==> src/rtl/network_interface.sv <==
// ---------------------------------------------------------------------------
// pa_noc : network-wide constants shared by every NoC block.
// ---------------------------------------------------------------------------
package pa_noc;
    localparam int PACKET_WIDTH = 8;
endpackage

// ---------------------------------------------------------------------------
// network_interface
//
// Endpoint between a processing element and the local port of its mesh
// router.
//   - Injection: PE requests are assembled into packets
//     {payload, destRow, destCol} and queued in a TX FIFO. The head is offered
//     to the router only while the router reports room, and it leaves the
//     FIFO on that same edge.
//   - Ejection: router deliveries addressed to this node are queued in an RX
//     FIFO and presented to the PE with valid/ready. Deliveries for another
//     node are dropped (misroute), deliveries into a full FIFO are dropped
//     (overflow).
//   - Statistics: saturating injected/delivered packet counters and sticky
//     error flags, all cleared by i_clearStatus.
//
// Ports:
//   i_clk  : clock, rising edge
//   i_arst : asynchronous active-high reset
//   bus    : network_interface_if.slave carrying all PE/router/status signals
// ---------------------------------------------------------------------------
module network_interface #(
    parameter int                              GRID_WIDTH            = 4,
    parameter logic [$clog2(GRID_WIDTH)-1:0]   NI_ROW                = '0,
    parameter logic [$clog2(GRID_WIDTH)-1:0]   NI_COL                = '0,
    parameter int                              PACKET_WIDTH          = 8,
    parameter int                              TX_FIFO_ADDRESS_WIDTH = 2,
    parameter int                              RX_FIFO_ADDRESS_WIDTH = 2,
    parameter int                              COUNT_WIDTH           = 16
) (
    input  logic               i_clk,
    input  logic               i_arst,
    network_interface_if.slave bus
);
    localparam int COORD_WIDTH   = $clog2(GRID_WIDTH);
    localparam int PAYLOAD_WIDTH = PACKET_WIDTH - 4;
    localparam int TX_AW         = TX_FIFO_ADDRESS_WIDTH;
    localparam int RX_AW         = RX_FIFO_ADDRESS_WIDTH;
    localparam int TX_DEPTH      = 1 << TX_AW;
    localparam int RX_DEPTH      = 1 << RX_AW;

    // The packet format hard-codes two 2-bit coordinate fields.
    generate
        if (GRID_WIDTH != 4 || COORD_WIDTH != 2) begin : g_bad_grid
            $error("network_interface: GRID_WIDTH must be 4");
        end
        if (PACKET_WIDTH != pa_noc::PACKET_WIDTH) begin : g_bad_packet
            $error("network_interface: PACKET_WIDTH must equal pa_noc::PACKET_WIDTH");
        end
    endgenerate

    // ------------------------------------------------------------------
    // TX FIFO state. Occupancy has one extra bit so that its MSB alone
    // means "full" (occupancy can never exceed the depth).
    // ------------------------------------------------------------------
    logic [PACKET_WIDTH-1:0] tx_mem_q [TX_DEPTH];
    logic [PACKET_WIDTH-1:0] tx_mem_d [TX_DEPTH];
    logic [TX_AW-1:0]        tx_wr_q, tx_wr_d;
    logic [TX_AW-1:0]        tx_rd_q, tx_rd_d;
    logic [TX_AW:0]          tx_count_q, tx_count_d;

    logic                    tx_full, tx_empty, tx_push, tx_pop;
    logic [PACKET_WIDTH-1:0] tx_packet;

    assign tx_full   = tx_count_q[TX_AW];
    assign tx_empty  = (tx_count_q == '0);
    assign tx_push   = bus.i_txValid && !tx_full;
    assign tx_pop    = !tx_empty && bus.i_routerReady;
    assign tx_packet = {bus.i_txPayload, bus.i_txDestRow, bus.i_txDestCol};

    assign bus.o_txReady      = !tx_full;
    assign bus.o_routerValid  = tx_pop;
    assign bus.o_routerPacket = tx_pop ? tx_mem_q[tx_rd_q] : '0;

    // ------------------------------------------------------------------
    // RX FIFO state. Only the payload is stored: the address fields of an
    // accepted delivery are known to equal this node's coordinates.
    // ------------------------------------------------------------------
    logic [PAYLOAD_WIDTH-1:0] rx_mem_q [RX_DEPTH];
    logic [PAYLOAD_WIDTH-1:0] rx_mem_d [RX_DEPTH];
    logic [RX_AW-1:0]         rx_wr_q, rx_wr_d;
    logic [RX_AW-1:0]         rx_rd_q, rx_rd_d;
    logic [RX_AW:0]           rx_count_q, rx_count_d;

    logic                     rx_full, rx_empty, rx_pop, rx_route_ok;
    logic                     rx_write, rx_overflow_set, rx_misroute_set;
    logic [RX_AW+1:0]         rx_pending;

    assign rx_full     = rx_count_q[RX_AW];
    assign rx_empty    = (rx_count_q == '0);
    assign rx_pop      = !rx_empty && bus.i_rxReady;
    assign rx_route_ok = (bus.i_routerPacket[3:2] == NI_ROW) &&
                         (bus.i_routerPacket[1:0] == NI_COL);

    // A full FIFO still takes a delivery when the PE is popping the head
    // on the same edge, because the write lands in the slot being freed.
    assign rx_write        = bus.i_routerValid && rx_route_ok && (!rx_full || rx_pop);
    assign rx_overflow_set = bus.i_routerValid && rx_route_ok && rx_full && !rx_pop;
    assign rx_misroute_set = bus.i_routerValid && !rx_route_ok;

    // The router acts on our ready one cycle before its delivery shows up,
    // so a delivery already in flight is counted as occupied and PE pops
    // are deliberately not credited.
    assign rx_pending        = {1'b0, rx_count_q} + (RX_AW+2)'(bus.i_routerValid);
    assign bus.o_routerReady = rx_pending < (RX_AW+2)'(RX_DEPTH);

    assign bus.o_rxValid   = !rx_empty;
    assign bus.o_rxPayload = rx_empty ? '0 : rx_mem_q[rx_rd_q];

    // ------------------------------------------------------------------
    // Statistics state.
    // ------------------------------------------------------------------
    logic [COUNT_WIDTH-1:0] tx_packets_q, tx_packets_d;
    logic [COUNT_WIDTH-1:0] rx_packets_q, rx_packets_d;
    logic                   rx_overflow_q, rx_overflow_d;
    logic                   rx_misroute_q, rx_misroute_d;

    assign bus.o_txPackets  = tx_packets_q;
    assign bus.o_rxPackets  = rx_packets_q;
    assign bus.o_rxOverflow = rx_overflow_q;
    assign bus.o_rxMisroute = rx_misroute_q;

    // TX next state. A push is never allowed while full, so a simultaneous
    // push and pop can never target the slot being read.
    always_comb begin
        tx_mem_d   = tx_mem_q;
        tx_wr_d    = tx_wr_q;
        tx_rd_d    = tx_rd_q;
        tx_count_d = tx_count_q;
        if (tx_push) begin
            tx_mem_d[tx_wr_q] = tx_packet;
            tx_wr_d           = tx_wr_q + 1'b1;
        end
        if (tx_pop) begin
            tx_rd_d = tx_rd_q + 1'b1;
        end
        case ({tx_push, tx_pop})
            2'b10:   tx_count_d = tx_count_q + 1'b1;
            2'b01:   tx_count_d = tx_count_q - 1'b1;
            default: tx_count_d = tx_count_q;
        endcase
    end

    // RX next state. Write and pop together leave occupancy unchanged.
    always_comb begin
        rx_mem_d   = rx_mem_q;
        rx_wr_d    = rx_wr_q;
        rx_rd_d    = rx_rd_q;
        rx_count_d = rx_count_q;
        if (rx_write) begin
            rx_mem_d[rx_wr_q] = bus.i_routerPacket[PACKET_WIDTH-1:4];
            rx_wr_d           = rx_wr_q + 1'b1;
        end
        if (rx_pop) begin
            rx_rd_d = rx_rd_q + 1'b1;
        end
        case ({rx_write, rx_pop})
            2'b10:   rx_count_d = rx_count_q + 1'b1;
            2'b01:   rx_count_d = rx_count_q - 1'b1;
            default: rx_count_d = rx_count_q;
        endcase
    end

    // Statistics next state: clear wins over any same-cycle update, and the
    // counters stop at all-ones.
    always_comb begin
        tx_packets_d  = tx_packets_q;
        rx_packets_d  = rx_packets_q;
        rx_overflow_d = rx_overflow_q;
        rx_misroute_d = rx_misroute_q;
        if (bus.i_clearStatus) begin
            tx_packets_d  = '0;
            rx_packets_d  = '0;
            rx_overflow_d = 1'b0;
            rx_misroute_d = 1'b0;
        end else begin
            if (tx_pop && (tx_packets_q != '1)) begin
                tx_packets_d = tx_packets_q + 1'b1;
            end
            if (rx_pop && (rx_packets_q != '1)) begin
                rx_packets_d = rx_packets_q + 1'b1;
            end
            if (rx_overflow_set) begin
                rx_overflow_d = 1'b1;
            end
            if (rx_misroute_set) begin
                rx_misroute_d = 1'b1;
            end
        end
    end

    // All state registers; reset empties both FIFOs and clears statistics.
    always_ff @(posedge i_clk or posedge i_arst) begin
        if (i_arst) begin
            for (int i = 0; i < TX_DEPTH; i++) begin
                tx_mem_q[i] <= '0;
            end
            for (int i = 0; i < RX_DEPTH; i++) begin
                rx_mem_q[i] <= '0;
            end
            tx_wr_q       <= '0;
            tx_rd_q       <= '0;
            tx_count_q    <= '0;
            rx_wr_q       <= '0;
            rx_rd_q       <= '0;
            rx_count_q    <= '0;
            tx_packets_q  <= '0;
            rx_packets_q  <= '0;
            rx_overflow_q <= 1'b0;
            rx_misroute_q <= 1'b0;
        end else begin
            tx_mem_q      <= tx_mem_d;
            rx_mem_q      <= rx_mem_d;
            tx_wr_q       <= tx_wr_d;
            tx_rd_q       <= tx_rd_d;
            tx_count_q    <= tx_count_d;
            rx_wr_q       <= rx_wr_d;
            rx_rd_q       <= rx_rd_d;
            rx_count_q    <= rx_count_d;
            tx_packets_q  <= tx_packets_d;
            rx_packets_q  <= rx_packets_d;
            rx_overflow_q <= rx_overflow_d;
            rx_misroute_q <= rx_misroute_d;
        end
    end
endmodule

==> src/rtl/network_interface_if.sv <==
// ---------------------------------------------------------------------------
// network_interface_if
//
// Bundles every signal between the network interface and its two neighbours,
// the processing element (PE) and the local port of the mesh router. Only the
// clock and reset are left outside.
//
// Signal groups (names keep the i_/o_ direction as seen by the NI):
//   PE -> NI injection : i_txPayload, i_txDestRow, i_txDestCol, i_txValid, o_txReady
//   NI -> router       : o_routerPacket, o_routerValid, i_routerReady
//   router -> NI       : i_routerPacket, i_routerValid, o_routerReady
//   NI -> PE ejection  : o_rxPayload, o_rxValid, i_rxReady
//   status             : i_clearStatus, o_txPackets, o_rxPackets,
//                        o_rxOverflow, o_rxMisroute
//
// Modports:
//   master : the environment side (PE plus router) that drives the i_* signals
//   slave  : the network interface itself
// ---------------------------------------------------------------------------
interface network_interface_if #(
    parameter int PACKET_WIDTH = 8,
    parameter int COUNT_WIDTH  = 16
);
    localparam int PAYLOAD_WIDTH = PACKET_WIDTH - 4;

    logic [PAYLOAD_WIDTH-1:0] i_txPayload;
    logic [1:0]               i_txDestRow;
    logic [1:0]               i_txDestCol;
    logic                     i_txValid;
    logic                     o_txReady;

    logic [PACKET_WIDTH-1:0]  o_routerPacket;
    logic                     o_routerValid;
    logic                     i_routerReady;

    logic [PACKET_WIDTH-1:0]  i_routerPacket;
    logic                     i_routerValid;
    logic                     o_routerReady;

    logic [PAYLOAD_WIDTH-1:0] o_rxPayload;
    logic                     o_rxValid;
    logic                     i_rxReady;

    logic                     i_clearStatus;
    logic [COUNT_WIDTH-1:0]   o_txPackets;
    logic [COUNT_WIDTH-1:0]   o_rxPackets;
    logic                     o_rxOverflow;
    logic                     o_rxMisroute;

    modport master (
        output i_txPayload, i_txDestRow, i_txDestCol, i_txValid,
        input  o_txReady,
        input  o_routerPacket, o_routerValid,
        output i_routerReady,
        output i_routerPacket, i_routerValid,
        input  o_routerReady,
        input  o_rxPayload, o_rxValid,
        output i_rxReady,
        output i_clearStatus,
        input  o_txPackets, o_rxPackets, o_rxOverflow, o_rxMisroute
    );

    modport slave (
        input  i_txPayload, i_txDestRow, i_txDestCol, i_txValid,
        output o_txReady,
        output o_routerPacket, o_routerValid,
        input  i_routerReady,
        input  i_routerPacket, i_routerValid,
        output o_routerReady,
        output o_rxPayload, o_rxValid,
        input  i_rxReady,
        input  i_clearStatus,
        output o_txPackets, o_rxPackets, o_rxOverflow, o_rxMisroute
    );
endinterface

==> src/flat_wrapper.sv <==
// flat-port wrapper written by rule: the top's interface ports become plain ports
module network_interface_flat 
#(
    parameter int                              GRID_WIDTH            = 4,
    parameter logic [$clog2(GRID_WIDTH)-1:0]   NI_ROW                = '0,
    parameter logic [$clog2(GRID_WIDTH)-1:0]   NI_COL                = '0,
    parameter int                              PACKET_WIDTH          = 8,
    parameter int                              TX_FIFO_ADDRESS_WIDTH = 2,
    parameter int                              RX_FIFO_ADDRESS_WIDTH = 2,
    parameter int                              COUNT_WIDTH           = 16
)
  (i_clk, i_arst, bus_i_txPayload, bus_i_txDestRow, bus_i_txDestCol, bus_i_txValid, bus_o_txReady, bus_o_routerPacket, bus_o_routerValid, bus_i_routerReady, bus_i_routerPacket, bus_i_routerValid, bus_o_routerReady, bus_o_rxPayload, bus_o_rxValid, bus_i_rxReady, bus_i_clearStatus, bus_o_txPackets, bus_o_rxPackets, bus_o_rxOverflow, bus_o_rxMisroute);
  network_interface_if #(.PACKET_WIDTH(PACKET_WIDTH), .COUNT_WIDTH(COUNT_WIDTH)) bus_i ();
  input  logic i_clk;
  input  logic i_arst;
  input wire logic [$bits(bus_i.i_txPayload)-1:0] bus_i_txPayload;
  input wire logic [$bits(bus_i.i_txDestRow)-1:0] bus_i_txDestRow;
  input wire logic [$bits(bus_i.i_txDestCol)-1:0] bus_i_txDestCol;
  input wire logic [$bits(bus_i.i_txValid)-1:0] bus_i_txValid;
  output wire logic [$bits(bus_i.o_txReady)-1:0] bus_o_txReady;
  output wire logic [$bits(bus_i.o_routerPacket)-1:0] bus_o_routerPacket;
  output wire logic [$bits(bus_i.o_routerValid)-1:0] bus_o_routerValid;
  input wire logic [$bits(bus_i.i_routerReady)-1:0] bus_i_routerReady;
  input wire logic [$bits(bus_i.i_routerPacket)-1:0] bus_i_routerPacket;
  input wire logic [$bits(bus_i.i_routerValid)-1:0] bus_i_routerValid;
  output wire logic [$bits(bus_i.o_routerReady)-1:0] bus_o_routerReady;
  output wire logic [$bits(bus_i.o_rxPayload)-1:0] bus_o_rxPayload;
  output wire logic [$bits(bus_i.o_rxValid)-1:0] bus_o_rxValid;
  input wire logic [$bits(bus_i.i_rxReady)-1:0] bus_i_rxReady;
  input wire logic [$bits(bus_i.i_clearStatus)-1:0] bus_i_clearStatus;
  output wire logic [$bits(bus_i.o_txPackets)-1:0] bus_o_txPackets;
  output wire logic [$bits(bus_i.o_rxPackets)-1:0] bus_o_rxPackets;
  output wire logic [$bits(bus_i.o_rxOverflow)-1:0] bus_o_rxOverflow;
  output wire logic [$bits(bus_i.o_rxMisroute)-1:0] bus_o_rxMisroute;
  assign bus_i.i_txPayload = bus_i_txPayload;
  assign bus_i.i_txDestRow = bus_i_txDestRow;
  assign bus_i.i_txDestCol = bus_i_txDestCol;
  assign bus_i.i_txValid = bus_i_txValid;
  assign bus_o_txReady = bus_i.o_txReady;
  assign bus_o_routerPacket = bus_i.o_routerPacket;
  assign bus_o_routerValid = bus_i.o_routerValid;
  assign bus_i.i_routerReady = bus_i_routerReady;
  assign bus_i.i_routerPacket = bus_i_routerPacket;
  assign bus_i.i_routerValid = bus_i_routerValid;
  assign bus_o_routerReady = bus_i.o_routerReady;
  assign bus_o_rxPayload = bus_i.o_rxPayload;
  assign bus_o_rxValid = bus_i.o_rxValid;
  assign bus_i.i_rxReady = bus_i_rxReady;
  assign bus_i.i_clearStatus = bus_i_clearStatus;
  assign bus_o_txPackets = bus_i.o_txPackets;
  assign bus_o_rxPackets = bus_i.o_rxPackets;
  assign bus_o_rxOverflow = bus_i.o_rxOverflow;
  assign bus_o_rxMisroute = bus_i.o_rxMisroute;
  network_interface #(.GRID_WIDTH(GRID_WIDTH), .NI_ROW(NI_ROW), .NI_COL(NI_COL), .PACKET_WIDTH(PACKET_WIDTH), .TX_FIFO_ADDRESS_WIDTH(TX_FIFO_ADDRESS_WIDTH), .RX_FIFO_ADDRESS_WIDTH(RX_FIFO_ADDRESS_WIDTH), .COUNT_WIDTH(COUNT_WIDTH)) u_core (.i_clk(i_clk), .i_arst(i_arst), .bus(bus_i));
endmodule
==> config.mk <==
export PLATFORM = sky130hd
export DESIGN_NAME = network_interface_flat
export DESIGN_NICKNAME = d
export VERILOG_FILES = /design/src/rtl/network_interface.sv /design/src/rtl/network_interface_if.sv /design/src/flat_wrapper.sv
export SDC_FILE = /design/constraint.sdc
export NUM_CORES = 1
export LEC_CHECK = 0
export CAP_MARGIN = 15
export CORE_MARGIN = 8
export CORE_UTILIZATION = 50
export CTS_CLUSTER_DIAMETER = 30
export CTS_CLUSTER_SIZE = 16
export DETAILED_ROUTE_END_ITERATION = 8
export GPL_ROUTABILITY_DRIVEN = 0
export HOLD_SLACK_MARGIN = 0.02
export PLACE_DENSITY = 0.77
export SLEW_MARGIN = 20
export SYNTH_ARGS = -nofsm -noshare
export SYNTH_HDL_FRONTEND = slang
export SYNTH_SLANG_ARGS = --single-unit
export TNS_END_PERCENT = 1
==> constraint.sdc <==
create_clock -name i_clk -period 3.5 [get_ports i_clk]
set_input_delay 0.7 -clock i_clk [delete_from_list [all_inputs] [get_ports i_clk]]
set_output_delay 0.7 -clock i_clk [all_outputs]
set_load 0.02 [all_outputs]
# --- Word-level counts from Yosys, hierarchy flattened ---
# Cells that the tools add are included.
totals:
  output_inout_bits: 50
  register_bits: 96
  word_cells: 100
classes:
  addsub: 11
  n_eq_ne: 6
  magnitude_cmp: 7
  n_bitwise: 4
  muxes: 24
  reduce_logical: 30
op_table:
  columns: ["op", "count"]
  rows:
  - ["$mux 16", 4]
  - ["$add 16x1->16 const B", 2]
  - ["$bwmux 32", 1]
  - ["$mux 8", 4]
  - ["$ne 16x16->1 const B", 2]
  - ["$bmux 8 s2", 1]
  - ["$bwmux 16", 1]
  - ["$demux 8 s2", 1]
  - ["$mux 4", 4]
  - ["$logic_and 1x1->1", 13]
  - ["$ge 3x3->1 const B", 4]
  - ["$not 2->3", 4]
  - ["$pmux 3 s2", 2]
  - ["$reduce_bool 2->1", 6]
  - ["$add 2x1->2 const B", 4]
  - ["$bmux 4 s2", 1]
  - ["$demux 4 s2", 1]
  - ["$add 3x1->3 const B", 2]
  - ["$logic_not 1->1", 6]
  - ["$logic_not 3->1", 2]
  - ["$lt 3x1->1 const B", 2]
  - ["$sub 3x1->3 const B", 2]
  - ["$add 3x1->4", 1]
  - ["$eq 2x1->1 const B", 2]
  - ["other kinds (5)", 10]

# --- Depth between registers and ports, before layout ---
# Gate-level depths: netlist of the first run.
depth:
  word_depth: 7
  depth_mapped: 9
  mapped_depth_nobuf: 9

# --- Least setup slack after synthesis of the first run ---
# No wires, ideal clock.
synth_path:
  path_kind: "input -> register"
  start: "input port bus_i_routerPacket[3]"
  end: "register u_core.rx_count_q[2]"
  setup_slack_ns: 0.885
  n_path_buf: 0
  setup_time_ns: 0.126
  stages: 9
  arrival_time_ns: 2.489
  cell_sequence: "or4_1 > nor3_2 > inv_1 > ha_1 > inv_1 > fa_1 > xor2_1 > nor2_1 > xor2_1"
synth_between:
  elab_chain_cells: 6
  word_cells_on_any_way: 8
  cone_classes: "eq/ne: 2; mux: 1; reduce/logical: 5"
synth_rtl:
  columns: ["item", "line_no", "rtl"]
  rows:
  - ["start: declaration", "flat_wrapper.sv:24", "input wire logic [$bits(bus_i.i_routerPacket)-1:0] bus_i_routerPacket;"]
  - ["$logic_not 2->1 *", "network_interface.sv:99", "assign rx_route_ok = (bus.i_routerPacket[3:2] == NI_ROW) &&"]
  - ["$logic_and 1x1->1 *", "network_interface.sv:99", null]
  - ["$logic_and 1x1->1 * (2 in a row)", "network_interface.sv:104", "assign rx_write = bus.i_routerValid && rx_route_ok && (!rx_full || rx_pop);"]
  - ["$eq 2x1->1 / $eq 2x2->1 (equally long branches)", "network_interface.sv:164", "case ({rx_write, rx_pop})"]
  - ["$pmux 3 s2 / $reduce_bool 2->1 (equally long branches)", null, null]
  - ["end signal: assignment", "network_interface.sv:226", "rx_count_q <= rx_count_d;"]
  - ["end: declaration", "network_interface.sv:90", "logic [RX_AW:0] rx_count_q, rx_count_d;"]
# Mark *: on every way between the ends. The rest lies on a longest branch, timed or not.
# A chain may end at the register's enable or synchronous reset.

# --- Worst setup path after layout of the first run ---
layout_path:
  start: "register u_core.tx_rd_q[0]"
  end: "output port bus_o_routerPacket[2]"
layout_between:
  elab_chain_cells: 5
layout_rtl:
  columns: ["item", "line_no", "rtl"]
  rows:
  - ["start: declaration", "network_interface.sv:66", "logic [TX_AW-1:0] tx_rd_q, tx_rd_d;"]
  - ["start signal: assignment", "network_interface.sv:222", "tx_rd_q <= tx_rd_d;"]
  - ["$not 2->3 (implied by the code)", "network_interface.sv:80", "assign bus.o_routerPacket = tx_pop ? tx_mem_q[tx_rd_q] : '0;"]
  - ["$bmux 8 s2", "network_interface.sv:80", null]
  - ["$mux 8 (implied by the code) (2 in a row)", "network_interface.sv:80", null]
  - ["$mux 8", "network_interface.sv:80", null]
  - ["end: declaration", "flat_wrapper.sv:21", "output wire logic [$bits(bus_i.o_routerPacket)-1:0] bus_o_routerPacket;"]
# No other way between the ends. The select of a mux whose other input is x is not followed.

==> flow_summary.ini, run 1 <==
[clocking]
tritoncts_num_sinks = 96
clock_latency_ns = 0.36
cts.repair_timing.setup_buffer_count = 0
number_of_clock_buffers_inserted_by_tritoncts = 9
htreeDepth = 3
clock_tree_from_tritoncts = done
maximum_number_of_buffers_from_clock_root_to_sink = 2
cts-root-buf = sky130_fd_sc_hd__clkbuf_8
ctsResizeCount = 0
clkSlewWorstSetupHoldPaths_ns = 0.09
hold_buffers = 0

[grt]
grt-busiest-layer = met2
global_route.usage.met2_pct = 27.73
grt_util_met1_pct = 20.33
grt_first_pass_wirelength_mm = 17.40
grtUsageTotal_pct = 16.52
grt_pass1_vias = 3544
antenna_violations_before_repair = 0
globalRouteOverflowTotal = 0
grt_start_max_net_pins = 62
grt.met3_usage_pct = 4.120

[layout]
nFillCells = 732
area_growth_pct = 22.89
layout.cell_area.non_filler_um2 = 5851
number_of_antenna_diodes = 0
drive_gt1_share_pct = 19.10
finish.net_count = 519

[synth]
postSynth.topFlopCell = sky130_fd_sc_hd__dfrtp_1
synthDistinctLibCells = 35
async_reset_ff_share_pct = 100.0
yosys-mux-area-fraction_pct = 18.40
synth_top_family_by_area = multiplexers
instance_count_of_the_mapped_netlist = 406
synth_edf_count = 0
synth-compound-area-share_pct = 7.753
post_synth_fa_ha_maj_area_fraction_pct = 3.995
post_synthesis_share_of_cell_area_spent_on_and_or_nand_and_nor_gates_pct = 14.35
synth-seq-area-share_pct = 50.46
post_synth_xor_area_fraction_pct = 2.208
synthesis.area_per_instance_um2 = 11.73
synth_area_um2 = 4761
register_bit_total_from_synthesis = 96
yosysWarnings = 0
postSynthNetCount = 443

[timing]
fin_hold_ws_ns = 0.5051
report.final.setup_viol = 0
final.period_utilization_pct = 88.07
timing_max_transition_violations_final = 0
period_needed_ns = 3.082
totalNegativeSetupSlack_ns = 0
max_clock_freq_mhz = 324.4
timing.slew.headroom_pct = 46.15
rsz0062_at_grt = no
finalClockSkew_ns = 0.01876
worstMarginPinSlew_ns = 0.8011
timing.final.hold_violations = 0

[outcome]
status = completed

[placement]
io_buffers = 72
hpwl_after_detailed_placement_mm = 7.289
detailed_place.area_um2 = 5665

[route]
detail_route.first_pass.iterations = 4
via_count = 3458
post_drt_via_cell_ratio = 5.614
route.antenna.remaining_nets = 0
routedWlPerCell_um = 16.55
dr.first_iter.drc_count = 165
wl_mm = 10.19
remaining_drc_errors = 0

[worst_hold_path]
hp-class = reg2reg

[setup_path]
worstSetupStartpointType = register
cp.buffers_inverters = 1
cp_data_arrival_time_ns = 2.38
critical_path.max_stage_delay_ns = 0.73
critPathRequiredTime_ns = 2.80
cp_max_fo = 10
crit_chain = mux4_2 -> and2_1 -> clkdlybuf4s50_1
setup.worst_path.class = reg2out
critical-path-top-delay-family = flip-flops
critPathSlowestCell = sky130_fd_sc_hd__dfrtp_1
end_kind = output port

[power]
ir_worst_vdd_uv = 452.0
cellLeakagePower_nw = 2.410
power.density_nw_per_um2 = 648.6

[floorplan]
area_enclosed_by_the_die_boundary_um2 = 12900
floorplan.core_area_um2 = 9240
number_of_i_o_pins = 73
fp.dieH_um = 113.6
placementRows = 35
die_outline_width_um = 113.6
initial_utilization_pct = 51.52

[run]
max-cap-violations = 0
-- through the flow --
step / setup slack, ns / instances / power [W] / utilization, %
global route: 0.2543 / 616 / 0.004031 / 63.32
CTS: 0.3418 / 616 / 0.003836 / 63.32
global placement: 0.4570 / 600 / 0.003044 / 61.31
floorplan: 0.2946 / 406 / 0.002658 / -
detailed placement: 0.4375 / 600 / 0.003136 / 61.31
finish: 0.4176 / 616 / 0.003795 / 63.32
-- layout by cell type, fill, tap and decap left out, types with 8 or more instances in the layout --
cell type                         netlist  layout
sky130_fd_sc_hd__nand4_1                9       9
sky130_fd_sc_hd__clkdlybuf4s50_1        0      72
sky130_fd_sc_hd__dfrtp_1               96      96
sky130_fd_sc_hd__a21oi_1               28      28
sky130_fd_sc_hd__nand3_1               12      12
sky130_fd_sc_hd__clkbuf_8               0       9
sky130_fd_sc_hd__nor2_1                13      13
sky130_fd_sc_hd__mux4_2                12      12
sky130_fd_sc_hd__o31ai_1               17      17
sky130_fd_sc_hd__or4_1                 20      20
sky130_fd_sc_hd__xnor2_1                9       9
sky130_fd_sc_hd__and2_1                 8       8
sky130_fd_sc_hd__nand2_1               22      22
sky130_fd_sc_hd__o21ai_0               12      12
sky130_fd_sc_hd__inv_1                 21      20
sky130_fd_sc_hd__ha_1                  12      12
sky130_fd_sc_hd__mux2_2                52      52
sky130_fd_sc_hd__nor2b_1               10      10
-- power breakdown --
group / switching (W) / internal, W / total [W]
Sequential: 0.000281 / 0.00145 / 0.00173
Clock: 0.000424 / 0.000278 / 0.000702
Combinational: 0.000573 / 0.000792 / 0.00137
Total: 0.00128 / 0.00252 / 0.00379
-- area by class of cell --
type | count | area (um2) | share of cell area (%)
clock inverters | 6 | 57.56 | 0.9837
inverters | 21 | 80.08 | 1.369
well taps | 129 | 161.4 | 2.759
multi-input cells | 275 | 2236 | 38.22
clock buffers | 10 | 127.6 | 2.181
repair buffers | 79 | 785.8 | 13.43
flip-flops and latches | 96 | 2402 | 41.06
-- state kept, by name (all words and copies together) (netlist names) --
| register | cells |
|---|---|
| u_core.rx_rd_q | 2 |
| u_core.tx_wr_q | 2 |
| u_core.bus.o_rxMisroute | 1 |
| u_core.rx_wr_q | 2 |
| u_core.rx_mem_q | 16 |
| u_core.tx_mem_q | 32 |
| u_core.tx_count_q | 3 |
| u_core.bus.o_rxOverflow | 1 |
| u_core.rx_count_q | 3 |
| u_core.tx_rd_q | 2 |
| u_core.bus.o_txPackets | 16 |
| u_core.bus.o_rxPackets | 16 |
-- path summary, 6_finish.rpt --
kind                            cells past startpoint                    start  slack, ns                          to
max in group asynchronous                           3                   i_arst       2.03          u_core.rx_mem_q[2]
worst min-delay path                                2  u_core.bus.o_rxMisroute       0.51     u_core.bus.o_rxMisroute
worst min register to register                      2  u_core.bus.o_rxMisroute       0.51     u_core.bus.o_rxMisroute
worst max register to register                      8     u_core.rx_count_q[2]       1.20        u_core.rx_count_q[2]
min in group asynchronous                           2                   i_arst       0.73  u_core.bus.o_rxPackets[13]
worst max-delay path                                3        u_core.tx_rd_q[0]       0.42       bus_o_routerPacket[2]
-- layer usage --
layer | wire, um | vias to the layer above | share of wire (%)
met5 | 0 | - | 0
met4 | 111 | 0 | 1.1
met3 | 534 | 10 | 5.2
met2 | 5055 | 67 | 50
met1 | 4491 | 1734 | 44
li1 | - | 1647 | -
-- worst register-to-register path: stages, from the launching register on --
cell and delay, ns:
sky130_fd_sc_hd__dfrtp_1 0.44, sky130_fd_sc_hd__o31ai_2 0.58, sky130_fd_sc_hd__inv_1 0.26, sky130_fd_sc_hd__ha_1 0.29, sky130_fd_sc_hd__inv_1 0.08, sky130_fd_sc_hd__fa_1 0.18
sky130_fd_sc_hd__xor2_1 0.16, sky130_fd_sc_hd__nor2_1 0.07, sky130_fd_sc_hd__xor2_1 0.14
-- cell usage after synthesis (all sizes together) (8+ instances only) --
cell	instances	share of area (%)
mux4	12	5.7
mux2	52	12
xnor2	9	1.7
and2	8	1.1
nor2	13	1.0
o31ai	18	2.9
o21ai	12	1.3
clkbuf	10	0.79
dfrtp	96	50
a21oi	28	2.9
or4	20	3.2
nor2b	10	1.3
nand3	12	1.3
nand2	22	1.7
inv	21	1.7
ha	12	3.2
nand4	9	1.2
-- cells by family (layout without fill, tap and decap cells) --
| logic type | count (synthesis) | in the layout |
|---|---|---|
| adder cells (fa/ha/maj) | 14 | 14 |
| AO/OA/AOI/OAI | 62 | 62 |
| AND/OR/NAND/NOR | 121 | 121 |
| XOR/XNOR | 12 | 12 |
| flip-flops | 96 | 96 |
| buffers and inverters | 35 | 116 |
| multiplexers | 66 | 66 |
(Power assumes the default switching activity.)
==> run 2, diff against run 1 <==
--- a/config.mk
+++ b/config.mk
@@ -11,9 +11,11 @@
 export CTS_CLUSTER_DIAMETER = 30
 export CTS_CLUSTER_SIZE = 16
 export DETAILED_ROUTE_END_ITERATION = 8
+export DONT_BUFFER_PORTS = 1
 export GPL_ROUTABILITY_DRIVEN = 0
 export HOLD_SLACK_MARGIN = 0.02
-export PLACE_DENSITY = 0.77
+export PLACE_DENSITY = 0.67
+export REMOVE_ABC_BUFFERS = 1
 export SLEW_MARGIN = 20
 export SYNTH_ARGS = -nofsm -noshare
 export SYNTH_HDL_FRONTEND = slang
==> run 2 against run 1 <==
Effect of this change:
- sequential share of layout area is 6.0 points higher
- maximum frequency is 17% higher
- critical path depth is 1 lower
- setup slack better by 0.44 ns
- global-route usage is 1.3 points lower
- via count is 8.6% lower
- clock skew is 0.0045 ns lower
- critical endpoint is now bus_o_routerPacket[0]
- total power is 7.6% lower
- core utilization is 8.0 points lower
- non-clock buffer count is 73 lower
- final area is 13% lower
==> flow_summary.ini, run 2 (synthesis results as in run 1) <==
[setup_path]
cp_data_arrival_time_ns = 1.94
cp.buffers_inverters = 0
critical-path-top-delay-family = flip-flops
crit_chain = mux4_2 -> and2_1
critPathSlowestCell = sky130_fd_sc_hd__dfrtp_1
setup.worst_path.class = reg2out
cp_max_fo = 10
critPathRequiredTime_ns = 2.80
end_kind = output port
worstSetupStartpointType = register
critical_path.max_stage_delay_ns = 0.76

[timing]
finalClockSkew_ns = 0.01427
timing.final.hold_violations = 0
max_clock_freq_mhz = 378.4
totalNegativeSetupSlack_ns = 0
final.period_utilization_pct = 75.51
rsz0062_at_grt = no
timing_max_transition_violations_final = 0
fin_hold_ws_ns = 0.2711
period_needed_ns = 2.643
worstMarginPinSlew_ns = 0.6739
timing.slew.headroom_pct = 54.80
report.final.setup_viol = 0

[clocking]
clock_latency_ns = 0.35
cts.repair_timing.setup_buffer_count = 0
cts-root-buf = sky130_fd_sc_hd__clkbuf_8
clkSlewWorstSetupHoldPaths_ns = 0.10
maximum_number_of_buffers_from_clock_root_to_sink = 2
hold_buffers = 0
number_of_clock_buffers_inserted_by_tritoncts = 9
htreeDepth = 3
tritoncts_num_sinks = 96
clock_tree_from_tritoncts = done
ctsResizeCount = 0

[floorplan]
die_outline_width_um = 113.6
number_of_i_o_pins = 73
floorplan.core_area_um2 = 9240
initial_utilization_pct = 51.52
placementRows = 35
fp.dieH_um = 113.6
area_enclosed_by_the_die_boundary_um2 = 12900

[run]
max-cap-violations = 0

[route]
highest_layer = met4
remaining_drc_errors = 0
route.antenna.remaining_nets = 0
dr.first_iter.drc_count = 110
met2_wirelength_mm = 4.690
post_drt_via_cell_ratio = 5.832
via_count = 3161
routedWlPerCell_um = 17.75
wl_mm = 9.623
detail_route.first_pass.iterations = 4
drt-met1-wl_mm = 4.264
route.met3.wl_um = 596

[grt]
antenna_violations_before_repair = 0
grt_first_pass_wirelength_mm = 16.05
grt_pass1_vias = 3170
grt_start_max_net_pins = 52
grtUsageTotal_pct = 15.23
globalRouteOverflowTotal = 0

[power]
power.density_nw_per_um2 = 686.2
ir_worst_vdd_uv = 515.8
cellLeakagePower_nw = 2.136

[layout]
area_growth_pct = 7.332
number_of_antenna_diodes = 0
final_cell_mix = sky130_fd_sc_hd__dfrtp_1, sky130_fd_sc_hd__mux2_2, sky130_fd_sc_hd__a21oi_1
largest_register = u_core.tx_mem_q
nFillCells = 791
largest_register_ffs = 32
most_frequent_standard_cell_in_the_layout_excluding_fill_and_tap_cells = sky130_fd_sc_hd__dfrtp_1
utilization_pct = 55.30
finish.net_count = 446
drive_gt1_share_pct = 22.03

[placement]
io_buffers = 0
hpwl_after_detailed_placement_mm = 6.772

[worst_hold_path]
hp-class = in2async

[outcome]
status = completed
==> run 2: cell types whose count changed in the layout (fill, tap and decap cells not counted) <==
| cell | previous run | this run |
|---|---|---|
| sky130_fd_sc_hd__buf_4 | 6 | 5 |
| sky130_fd_sc_hd__clkdlybuf4s50_1 | 72 | 0 |
| sky130_fd_sc_hd__inv_8 | 2 | 0 |
| sky130_fd_sc_hd__clkbuf_8 | 9 | 10 |
| sky130_fd_sc_hd__clkinvlp_4 | 0 | 1 |
| sky130_fd_sc_hd__inv_6 | 3 | 1 |
| sky130_fd_sc_hd__inv_4 | 0 | 1 |
==> run 2: cell type report <==
class                      count  area, um2  share of cell area (%)
timing repair buffer           6      57.56                   1.126
multi-input combinational    275       2236                   43.76
sequential                    96       2402                   47.01
tap                          129      161.4                   3.159
clock inverter                 4      30.03                  0.5877
clock buffer                  11      141.4                   2.767
inverter                      21      81.33                   1.592
==> run 2: metal layers <==
metal / vias up / track usage [%]
met5: - / 0
met4: 0 / 4.707
met3: 6 / 4.807
met2: 57 / 25.72
met1: 1602 / 18.12
li1: 1496 / -
==> run 2: worst paths after layout <==
check                                          start  cells past startpoint                         end  slack, ns
worst max register to register  u_core.rx_count_q[2]                      8        u_core.rx_count_q[2]       1.20
worst max-delay path               u_core.tx_rd_q[0]                      2       bus_o_routerPacket[0]       0.86
max in group asynchronous                     i_arst                      2           u_core.tx_rd_q[0]       2.55
worst min-delay path                          i_arst                      1          u_core.rx_mem_q[0]       0.27
worst min register to register    u_core.rx_mem_q[3]                      1          u_core.rx_mem_q[3]       0.51
min in group i_clk                 bus_i_clearStatus                      1  u_core.bus.o_rxPackets[10]       0.40
==> run 2: report_power, final <==
| part | leakage (nW) | total, W | internal (W) | switching [W] |
|---|---|---|---|---|
| registers | 1.23 | 0.00174 | 0.00145 | 0.000292 |
| logic | 0.816 | 0.00111 | 0.000603 | 0.000508 |
| clock network | 0.0858 | 0.000656 | 0.000277 | 0.000379 |
==> run 2: through the flow <==
step,total power [W],worst slack [ns],area [um2],cells
2_1_floorplan,0.002637,0.2946,4705,392
3_3_place_gp,0.002827,0.7726,4938,527
3_5_place_dp,0.002894,0.7122,4938,527
4_1_cts,0.003549,0.8076,5110,542
5_1_grt,0.003737,0.7126,5110,542
6_report,0.003507,0.8571,5110,542
==> run 2: worst reg2reg max path: stages, from the launching register on <==
cell	delay, ns
sky130_fd_sc_hd__dfrtp_1	0.45
sky130_fd_sc_hd__o31ai_2	0.64
sky130_fd_sc_hd__inv_1	0.26
sky130_fd_sc_hd__ha_1	0.27
sky130_fd_sc_hd__inv_1	0.07
sky130_fd_sc_hd__fa_1	0.17
sky130_fd_sc_hd__xor2_1	0.14
sky130_fd_sc_hd__nor2_1	0.06
sky130_fd_sc_hd__xor2_1	0.13
